===== src/rtl/ext_align_pipe_pkg.sv =====
// ext_align_pipe_pkg
//   Shared types for the load-path extender: access size codes and the
//   occupancy states of the output register / skid buffer pair.
package ext_align_pipe_pkg;

   typedef enum logic [1:0] {
      SZ_BYTE = 2'b00,
      SZ_HALF = 2'b01,
      SZ_WORD = 2'b10,
      SZ_FULL = 2'b11
   } sz_e;

   typedef enum logic [1:0] {
      ST_EMPTY = 2'd0,
      ST_ONE   = 2'd1,
      ST_FULL  = 2'd2
   } st_e;

   // Number of bytes a size code selects from a word of nb bytes.
   function automatic int size_bytes(input sz_e sz, input int nb);
      case (sz)
         SZ_BYTE: size_bytes = 1;
         SZ_HALF: size_bytes = 2;
         SZ_WORD: size_bytes = 4;
         default: size_bytes = nb;
      endcase
   endfunction

endpackage


===== src/rtl/ext_align_pipe_if.sv =====
// ext_align_pipe_if
//   Handshake bundle for ext_align_pipe.
//   Input side : in_valid/in_ready, in_word, in_ofs, in_size, in_signed, in_tag
//   Output side: out_valid/out_ready, out_data, out_err, out_tag
//   slave  : the extender's view
//   master : the producer/consumer view around it
interface ext_align_pipe_if #(
   parameter int WORD_W = 32,
   parameter int OUT_W  = 32,
   parameter int TAG_W  = 5,
   localparam int NB    = WORD_W / 8,
   localparam int OFS_W = $clog2(NB)
) ();

   logic              in_valid;
   logic              in_ready;
   logic [WORD_W-1:0] in_word;
   logic [OFS_W-1:0]  in_ofs;
   logic [1:0]        in_size;
   logic              in_signed;
   logic [TAG_W-1:0]  in_tag;
   logic              out_valid;
   logic              out_ready;
   logic [OUT_W-1:0]  out_data;
   logic              out_err;
   logic [TAG_W-1:0]  out_tag;

   modport slave (
      input  in_valid, in_word, in_ofs, in_size, in_signed, in_tag, out_ready,
      output in_ready, out_valid, out_data, out_err, out_tag
   );

   modport master (
      output in_valid, in_word, in_ofs, in_size, in_signed, in_tag, out_ready,
      input  in_ready, out_valid, out_data, out_err, out_tag
   );

endinterface


===== src/rtl/ext_align_pipe_core.sv =====
// ext_align_core
//   Combinational lane select, alignment check and zero/sign extension.
//   i_word   raw memory word
//   i_ofs    byte offset within the word
//   i_size   access size code (byte/half/word/full)
//   i_signed 1 = sign-extend, 0 = zero-extend
//   o_data   extended field, zero when misaligned
//   o_err    misaligned access
module ext_align_core
   import ext_align_pipe_pkg::*;
#(
   parameter int WORD_W     = 32,
   parameter int OUT_W      = 32,
   parameter bit BIG_ENDIAN = 1'b1,
   localparam int NB        = WORD_W / 8,
   localparam int OFS_W     = $clog2(NB)
) (
   input  logic [WORD_W-1:0] i_word,
   input  logic [OFS_W-1:0]  i_ofs,
   input  logic [1:0]        i_size,
   input  logic              i_signed,
   output logic [OUT_W-1:0]  o_data,
   output logic              o_err
);

   logic [7:0]        w_lane [NB];
   logic [WORD_W-1:0] w_field;
   logic [OUT_W-1:0]  w_mask;
   logic              w_sign;
   logic              w_misalign;
   int                w_nbytes;
   int                w_ofs;

   for (genvar g = 0; g < NB; g++) begin : g_lane
      if (BIG_ENDIAN) begin : g_be
         assign w_lane[g] = i_word[8*(NB-1-g) +: 8];
      end else begin : g_le
         assign w_lane[g] = i_word[8*g +: 8];
      end
   end

   assign w_nbytes = size_bytes(sz_e'(i_size), NB);
   assign w_ofs    = int'(i_ofs);

   // Assemble the field least-significant byte first. Every index is a loop
   // constant, so the variable offset becomes a plain mux per byte.
   always_comb begin
      w_field = '0;
      w_mask  = '0;
      w_sign  = 1'b0;
      for (int j = 0; j < NB; j++) begin
         if (j < w_nbytes) begin
            for (int i = 0; i < NB; i++) begin
               if ((BIG_ENDIAN  && i == w_ofs + w_nbytes - 1 - j) ||
                   (!BIG_ENDIAN && i == w_ofs + j)) begin
                  w_field[8*j +: 8] = w_lane[i];
               end
            end
            w_mask[8*j +: 8] = 8'hFF;
            if (j == w_nbytes - 1) begin
               w_sign = w_field[8*j + 7];
            end
         end
      end
   end

   // The range check also covers word widths that are not a power-of-two
   // number of bytes, where an aligned word access could run off the end.
   always_comb begin
      case (sz_e'(i_size))
         SZ_HALF: w_misalign = i_ofs[0];
         SZ_WORD: w_misalign = |i_ofs[1:0];
         SZ_FULL: w_misalign = |i_ofs;
         default: w_misalign = 1'b0;
      endcase
      if (w_ofs + w_nbytes > NB) begin
         w_misalign = 1'b1;
      end
   end

   // With a full-width access and OUT_W == WORD_W the mask covers every bit,
   // so ~w_mask is zero and i_signed has no effect.
   always_comb begin
      o_err  = w_misalign;
      o_data = '0;
      if (!w_misalign) begin
         o_data = OUT_W'(w_field) | ((i_signed && w_sign) ? ~w_mask : '0);
      end
   end

endmodule


===== src/rtl/ext_align_pipe.sv =====
// ext_align_pipe
//   Registered load-path extender with valid/ready handshake, one cycle of
//   latency and a one-entry skid so in_ready never depends on out_ready.
//   clk    clock, rising edge
//   reset  synchronous, active-high
//   bus    ext_align_pipe_if.slave (input item and output result handshakes)
//
//   state    | meaning
//   ST_EMPTY | nothing held, output invalid
//   ST_ONE   | one result in the output register
//   ST_FULL  | output register and skid both hold a result, in_ready low
module ext_align_pipe
   import ext_align_pipe_pkg::*;
#(
   parameter int WORD_W     = 32,
   parameter int OUT_W      = 32,
   parameter int TAG_W      = 5,
   parameter bit BIG_ENDIAN = 1'b1
) (
   input logic             clk,
   input logic             reset,
   ext_align_pipe_if.slave bus
);

   logic [OUT_W-1:0] w_ext_data;
   logic             w_ext_err;
   logic             w_accept;
   logic             w_pop;

   st_e              r_state;
   logic             r_in_ready;
   logic             r_out_valid;
   logic [OUT_W-1:0] r_out_data;
   logic             r_out_err;
   logic [TAG_W-1:0] r_out_tag;
   logic [OUT_W-1:0] r_skid_data;
   logic             r_skid_err;
   logic [TAG_W-1:0] r_skid_tag;

   // Extension happens before storage, so the skid holds finished results
   // and only one core is needed.
   ext_align_core #(
      .WORD_W     (WORD_W),
      .OUT_W      (OUT_W),
      .BIG_ENDIAN (BIG_ENDIAN)
   ) u_core (
      .i_word   (bus.in_word),
      .i_ofs    (bus.in_ofs),
      .i_size   (bus.in_size),
      .i_signed (bus.in_signed),
      .o_data   (w_ext_data),
      .o_err    (w_ext_err)
   );

   assign w_accept = bus.in_valid & r_in_ready;
   assign w_pop    = r_out_valid & bus.out_ready;

   always_ff @(posedge clk) begin
      if (reset) begin
         r_state     <= ST_EMPTY;
         r_in_ready  <= 1'b1;
         r_out_valid <= 1'b0;
         r_out_data  <= '0;
         r_out_err   <= 1'b0;
         r_out_tag   <= '0;
         r_skid_data <= '0;
         r_skid_err  <= 1'b0;
         r_skid_tag  <= '0;
      end else begin
         case (r_state)
            ST_EMPTY: begin
               if (w_accept) begin
                  r_out_data  <= w_ext_data;
                  r_out_err   <= w_ext_err;
                  r_out_tag   <= bus.in_tag;
                  r_out_valid <= 1'b1;
                  r_state     <= ST_ONE;
               end
            end
            ST_ONE: begin
               if (w_accept && w_pop) begin
                  r_out_data <= w_ext_data;
                  r_out_err  <= w_ext_err;
                  r_out_tag  <= bus.in_tag;
               end else if (w_accept) begin
                  r_skid_data <= w_ext_data;
                  r_skid_err  <= w_ext_err;
                  r_skid_tag  <= bus.in_tag;
                  r_in_ready  <= 1'b0;
                  r_state     <= ST_FULL;
               end else if (w_pop) begin
                  r_out_valid <= 1'b0;
                  r_state     <= ST_EMPTY;
               end
            end
            ST_FULL: begin
               if (w_pop) begin
                  r_out_data <= r_skid_data;
                  r_out_err  <= r_skid_err;
                  r_out_tag  <= r_skid_tag;
                  r_in_ready <= 1'b1;
                  r_state    <= ST_ONE;
               end
            end
            default: begin
               r_state     <= ST_EMPTY;
               r_in_ready  <= 1'b1;
               r_out_valid <= 1'b0;
            end
         endcase
      end
   end

   assign bus.in_ready  = r_in_ready;
   assign bus.out_valid = r_out_valid;
   assign bus.out_data  = r_out_data;
   assign bus.out_err   = r_out_err;
   assign bus.out_tag   = r_out_tag;

endmodule


===== src/flat_wrapper.sv =====
// flat-port wrapper written by rule: the top's interface ports become plain ports
module ext_align_pipe_flat import ext_align_pipe_pkg::*;
#(
   parameter int WORD_W     = 32,
   parameter int OUT_W      = 32,
   parameter int TAG_W      = 5,
   parameter bit BIG_ENDIAN = 1'b1
)
  (clk, reset, bus_in_valid, bus_in_word, bus_in_ofs, bus_in_size, bus_in_signed, bus_in_tag, bus_out_ready, bus_in_ready, bus_out_valid, bus_out_data, bus_out_err, bus_out_tag);
  ext_align_pipe_if #(.WORD_W(WORD_W), .OUT_W(OUT_W), .TAG_W(TAG_W)) bus_i ();
  input logic clk;
  input logic reset;
  input wire logic [$bits(bus_i.in_valid)-1:0] bus_in_valid;
  input wire logic [$bits(bus_i.in_word)-1:0] bus_in_word;
  input wire logic [$bits(bus_i.in_ofs)-1:0] bus_in_ofs;
  input wire logic [$bits(bus_i.in_size)-1:0] bus_in_size;
  input wire logic [$bits(bus_i.in_signed)-1:0] bus_in_signed;
  input wire logic [$bits(bus_i.in_tag)-1:0] bus_in_tag;
  input wire logic [$bits(bus_i.out_ready)-1:0] bus_out_ready;
  output wire logic [$bits(bus_i.in_ready)-1:0] bus_in_ready;
  output wire logic [$bits(bus_i.out_valid)-1:0] bus_out_valid;
  output wire logic [$bits(bus_i.out_data)-1:0] bus_out_data;
  output wire logic [$bits(bus_i.out_err)-1:0] bus_out_err;
  output wire logic [$bits(bus_i.out_tag)-1:0] bus_out_tag;
  assign bus_i.in_valid = bus_in_valid;
  assign bus_i.in_word = bus_in_word;
  assign bus_i.in_ofs = bus_in_ofs;
  assign bus_i.in_size = bus_in_size;
  assign bus_i.in_signed = bus_in_signed;
  assign bus_i.in_tag = bus_in_tag;
  assign bus_i.out_ready = bus_out_ready;
  assign bus_in_ready = bus_i.in_ready;
  assign bus_out_valid = bus_i.out_valid;
  assign bus_out_data = bus_i.out_data;
  assign bus_out_err = bus_i.out_err;
  assign bus_out_tag = bus_i.out_tag;
  ext_align_pipe #(.WORD_W(WORD_W), .OUT_W(OUT_W), .TAG_W(TAG_W), .BIG_ENDIAN(BIG_ENDIAN)) u_core (.clk(clk), .reset(reset), .bus(bus_i));
endmodule

===== config.mk =====
export PLATFORM = sky130hd
export DESIGN_NAME = ext_align_pipe_flat
export DESIGN_NICKNAME = d
export VERILOG_FILES = /design/src/rtl/ext_align_pipe_pkg.sv /design/src/rtl/ext_align_pipe_if.sv /design/src/rtl/ext_align_pipe_core.sv /design/src/rtl/ext_align_pipe.sv /design/src/flat_wrapper.sv
export SDC_FILE = /design/constraint.sdc
export NUM_CORES = 1
export LEC_CHECK = 0
export BUFFER_PORTS_ARGS = -buffer_cell sky130_fd_sc_hd__buf_2
export CAP_MARGIN = 5
export CORE_MARGIN = 8
export CORE_UTILIZATION = 25
export CTS_BUF_LIST = sky130_fd_sc_hd__clkbuf_8
export DETAILED_ROUTE_END_ITERATION = 12
export SLEW_MARGIN = 20
export SYNTH_ARGS = -nofsm -noshare
export SYNTH_HDL_FRONTEND = slang
export SYNTH_SLANG_ARGS = --single-unit

===== constraint.sdc =====
create_clock -name clk -period 5.6 [get_ports clk]
set_clock_uncertainty 0.1 [all_clocks]
set_input_delay 0.56 -clock clk [delete_from_list [all_inputs] [get_ports clk]]
set_output_delay 0.56 -clock clk [all_outputs]
set_load 0.02 [all_outputs]

# Word level (Yosys, flattened, before mapping)
# Index checks and enable logic that the tools add are counted.
[word_totals]
register_bits = 80
elab_cells = 137
[classes]
add_sub_neg = 6
magnitude_cmp = 5
n_eq_ne = 28
muxes = 65
bitwise = 7
reduce_logical = 17
[ops]
columns = ["op", "n"]
rows = [
  ["$eq 3x32->1 const A", 8],
  ["$mux 8", 25],
  ["$logic_not 32->1", 5],
  ["$mux 32", 5],
  ["$eq 2x32->1 const A", 4],
  ["$pmux 32 s3", 1],
  ["$sub 32x2->32 const B", 2],
  ["$sub 32x3->32 const B", 2],
  ["$not 32->32", 1],
  ["$or 32x32->32", 1],
  ["$mux 1", 19],
  ["$mux 5", 3],
  ["$pmux 5 s3", 1],
  ["$reduce_and 4->1", 3],
  ["$mux 2", 5],
  ["$pmux 1 s3", 3],
  ["$eq 3x4->1 const A", 2],
  ["$ne 2x1->1 const B", 4],
  ["$eq 2x2->1 const B", 3],
  ["$lt 1x3->1 const A", 2],
  ["$lt 2x3->1 const A", 2],
  ["$ne 2x2->1 const B", 3],
  ["$pmux 2 s3", 1],
  ["$pmux 3 s2", 1],
  ["other kinds (15)", 22],
]

# Longest topological paths before layout
[depth]
word_depth = 24
ltp_mapped = 18

# Cells and area by module
# A second synthesis with hierarchy kept.
[unflattened]
hier_cells = 675
area_unflattened_um2 = 5983.2
[modules_own_cells]
columns = ["mod", "n_inst", "cells_per_inst", "area_each_um2", "seq_area_each_um2"]
rows = [
  ["ext_align_pipe", 1, 373, 4060.1, 1601.5],
  ["ext_align_core", 1, 302, 1923.1, 0.0],
]

# Least setup slack after synthesis
# No wires, ideal clock.
[synth_timing]
path_type = "input to register"
from = "input port bus_in_size[1]"
to = "register u_core.r_out_data[16] (netlist: u_core.bus.out_data[16])"
setup_time_ns = 0.121
arrival_ns = 4.246
slack_ns = 1.133
cell_stages = 17
n_path_buf = 3
path_cell_list = "or2_2 clkbuf_1 inv_1 ha_1 fa_1 inv_1 ha_1 xnor3_2 ha_1 and3_1 a21o_1 clkbuf_2 a211oi_4 a21oi_2 a211oi_2 buf_6 o21ai_2"
[synth_via]
elab_chain_cells = 24
elab_cells_between_ends = 74
[synth_lines]
columns = ["element", "line", "text"]
rows = [
  ["start, declared", "flat_wrapper.sv:16", "input wire logic [$bits(bus_i.in_size)-1:0] bus_in_size;"],
  ["parallel branches: the longest is 21 deep, another holds $sub 32x2->32", "--", ""],
  ["$mux 32 *", "ext_align_pipe_core.sv:86", "if (!w_misalign) begin"],
  ["$mux 32 (on tied branches)", "ext_align_pipe.sv:81, ext_align_pipe.sv:72", ""],
  ["$pmux 32 s3 *", "ext_align_pipe.sv:70", "case (r_state)"],
  ["end signal, assigned", "ext_align_pipe.sv:73", "r_out_data <= w_ext_data;"],
  ["end signal, assigned", "ext_align_pipe.sv:82", "r_out_data <= w_ext_data;"],
  ["end signal, assigned", "ext_align_pipe.sv:98", "r_out_data <= r_skid_data;"],
  ["end, declared", "ext_align_pipe.sv:33", "logic [OUT_W-1:0] r_out_data;"],
]
# Every way passes the cells marked *. The select of a mux whose other input is x is not followed.
# A chain may end at the register's enable or synchronous reset.

# Worst setup path in the final report
[layout_timing]
from = "input port bus_in_size[1]"
to = "register u_core.r_out_data[30] (netlist: u_core.bus.out_data[30])"
# The elaborated chain is that of the path after synthesis.

==> summary.txt <==
Gates resized, CTS repair: 0
detailed-placement wirelength estimate: 12.5 mm
crit end category: flop
clock root buffer: clkbuf_8
design area: 6020 µm²
final setup vio count: 0
Post-CTS Setup Bufs: 0
post-synth design cell area: 5170 µm²
DP Area: 5800 µm²
WP depth: 15
Die W: 160 µm
CTS clk-pin slew, worst paths: 90 ps
core area: 20300 µm²
Post-Synth Simple-Gate Area: 24.8%
syn avg cell area: 7.57 µm²
top_reg_cell synth: dfxtp_1
period utilization: 82.8%
depth of the CTS H-tree: 3
initial antenna violation count: 1
Worst path slowest cell: a211oi_2
# IOs: 86
post-synthesis xor/xnor area fraction: 0.967%
Synth Area in Compound Gates: 34.4%
global-route wire length before repair: 26.9 mm
critical path class: in2reg
CP endpoint: u_core.bus.out_data[30]$_SDFFE_PP0P_
Tightest Pin Transition: 1040 ps
Tmin final: 4640 ps
register bit count reported by yosys: 80
DRC Markers: 0
gpl congestion: 0.896
die area: 25600 µm²
# Max-Cap Violations: 0
asr flop ratio synth: 0%
final setup TNS: 0 ps
Final #Nets: 795
Die H: 160 µm
Congestion Overflow GR: 0
Synth warnings: 0
pwr/cell area: 314 nW/µm²
Syn Nets: 744
Crit. Startpoint: bus_in_size[1]
cells after synthesis: 683
total CTS buffers: 9
Worst R2R Start: u_core.bus.in_ready$_SDFFE_PP1P_
max incr delay on CP: 530 ps
RSZ-0062 raised after global routing: no
largest net degree at the start of global routing: 51
post-detailed-route wirelength per cell: 16.9 µm
# fillers: 2260
Post-Route WL: 17.0 mm
Max VDD drop: 0.000122 V
most frequent cells in the layout: nand2_1 (97), buf_2 (85), dfxtp_1 (80)
CP startpoint kind: input port
CTS tree: built
Area Overhead vs Synth: 16.3%
crit path buf inv count: 3
R2R cell count: 7
CTS Buffer Depth: 2
post-layout util: 29.6%
Skew-Pair Late Insertion Delay: 370 ps
Seq/Total Area, Yosys: 31.0%
CP Max Fanout: 12
post-route worst setup slack: 965 ps
Post-synth EDFFs: 0
row cnt: 52
post-synthesis mux area share: 0.218%
Post-Place Worst Slack: 636 ps
status: finished, final reports clean
Critical R2R Capture: u_core.r_skid_data[8]$_SDFFE_PP0P_
Initial Utilization: 25.5%
required time worst endpoint: 5720 ps
most common cell after layout, fill and taps aside: nand2_1
FF-to-FF setup slack: 2940 ps
drt initial violations: 373
vias per cell: 5.15
port buffer count: 85
Final Max Slew Viols: 0
main combinational cell family by area after synthesis: compound AO/OA/AOI/OAI gates
WP data arrival: 4760 ps
vias in the first global route: 4682
fmax: 216 MHz
vias: 5204
Final Hold Viols: 0
max_slew headroom: 30.3%
Distinct cells, synth: 63
CTS Hold Bufs: 0
DRT antenna net count: 0
CTS Sinks: 80
critical-path cell list: buf_2, or2_2, inv_1, ha_1, fa_1, inv_1, ha_1, xnor3_2, ha_1, nor4_1, nand4_2, a211oi_4, a21oi_2, a211oi_2, o22ai_1
drt pass-1 iters: 4
family with the most delay on the worst path: adder cells
most used cell, CP: ha_1
Leak: 2.23 nW
Total GRT Usage: 12.9%
layout cells sized above 1: 19.6%
min-delay worst type: in2reg
adder-cell share of the synthesized area: 3.77%
[metrics by stage]
stage,power (W),instances,hold slack (ps)
2_1_floorplan,0.00121,683,317
3_3_place_gp,0.00144,993,325
3_5_place_dp,0.00144,993,336
4_1_cts,0.00190,1009,323
5_1_grt,0.00201,1010,324
6_report,0.00189,1010,331
[worst register-to-register path, delay by kind of cell (launching register included)]
family	cells	cell delay, ps
buf+inv	1	260
simple gates	5	1610
compound gates	1	230
flops	1	380
[how the worst min path moves through the flow]
stage | start | endpoint | slack (ps) | depth (start not counted)
3_5_place_dp | u_core.r_skid_data[23]$_SDFFE_PP0P_ | u_core.r_skid_data[23]$_SDFFE_PP0P_ | 340 | 2
5_1_grt | bus_in_tag[0] | u_core.r_skid_tag[0]$_SDFFE_PP0P_ | 320 | 3
6_report | bus_in_tag[0] | u_core.r_skid_tag[0]$_SDFFE_PP0P_ | 330 | 3
3_3_place_gp | u_core.r_skid_data[18]$_SDFFE_PP0P_ | u_core.r_skid_data[18]$_SDFFE_PP0P_ | 330 | 2
4_1_cts | bus_in_tag[0] | u_core.r_skid_tag[0]$_SDFFE_PP0P_ | 320 | 3
2_1_floorplan | u_core.r_skid_data[16]$_SDFFE_PP0P_ | u_core.r_skid_data[16]$_SDFFE_PP0P_ | 320 | 2
[power breakdown]
group	internal, W	switching, W	leakage [nW]	total (W)
sequential	0.000630	0.0000344	0.653	0.000664
combinational	0.000254	0.000514	1.47	0.000768
clock	0.000224	0.000232	0.101	0.000456
total	0.00111	0.000780	2.23	0.00189
[Yosys cell counts, drive strengths merged (9+ instances only)]
cell type  number  area share, %
dfxtp          80             31
a21oi          65            6.4
clkbuf         47            3.4
and2           12            1.5
inv             9           0.65
a311oi         12            2.0
nor2b          29            3.5
ha             14            3.4
nand3b         12            1.7
nand3          13            1.3
a221oi         22            3.7
o21bai         17            2.5
o211ai         10            1.5
a211oi         28            4.5
nand2          98            7.3
nor3           27            2.6
o21ai          51            5.7
nor2           59            4.3
[cell families after synthesis]
kind of cell	after synthesis
flip-flops	80
adder cells (fa/ha/maj)	15
AND/OR/NAND/NOR	268
multiplexers	1
XOR/XNOR	4
buffers and inverters	64
AO/OA/AOI/OAI	251
[flip-flops by register name (all words and copies together), names as in the netlist]
register / cells
u_core.bus.in_ready: 1
u_core.bus.out_data: 32
u_core.bus.out_err: 1
u_core.bus.out_tag: 5
u_core.bus.out_valid: 1
u_core.r_skid_data: 32
u_core.r_skid_err: 1
u_core.r_skid_tag: 5
u_core.r_state: 2
[layer usage]
metal	vias to the layer above	routed length (µm)	global-route usage, %
li1	2592	-	-
met1	2450	8330	18.3
met2	144	7500	19.3
met3	18	963	2.70
met4	0	240	3.70
met5	-	0	0
[layout make-up]
type                       instances  area [µm²]  area share (%)
antenna                            1        2.50          0.0416
clock buffer                      10         138            2.29
clock inverter                     6        73.8            1.23
inverter                           9        33.8           0.561
multi-input combinational        539        3330            55.3
sequential                        80        1600            26.6
tap                              270         338            5.61
timing repair buffer              95         500            8.32
No activity file was read; power rests on OpenSTA's default activity.
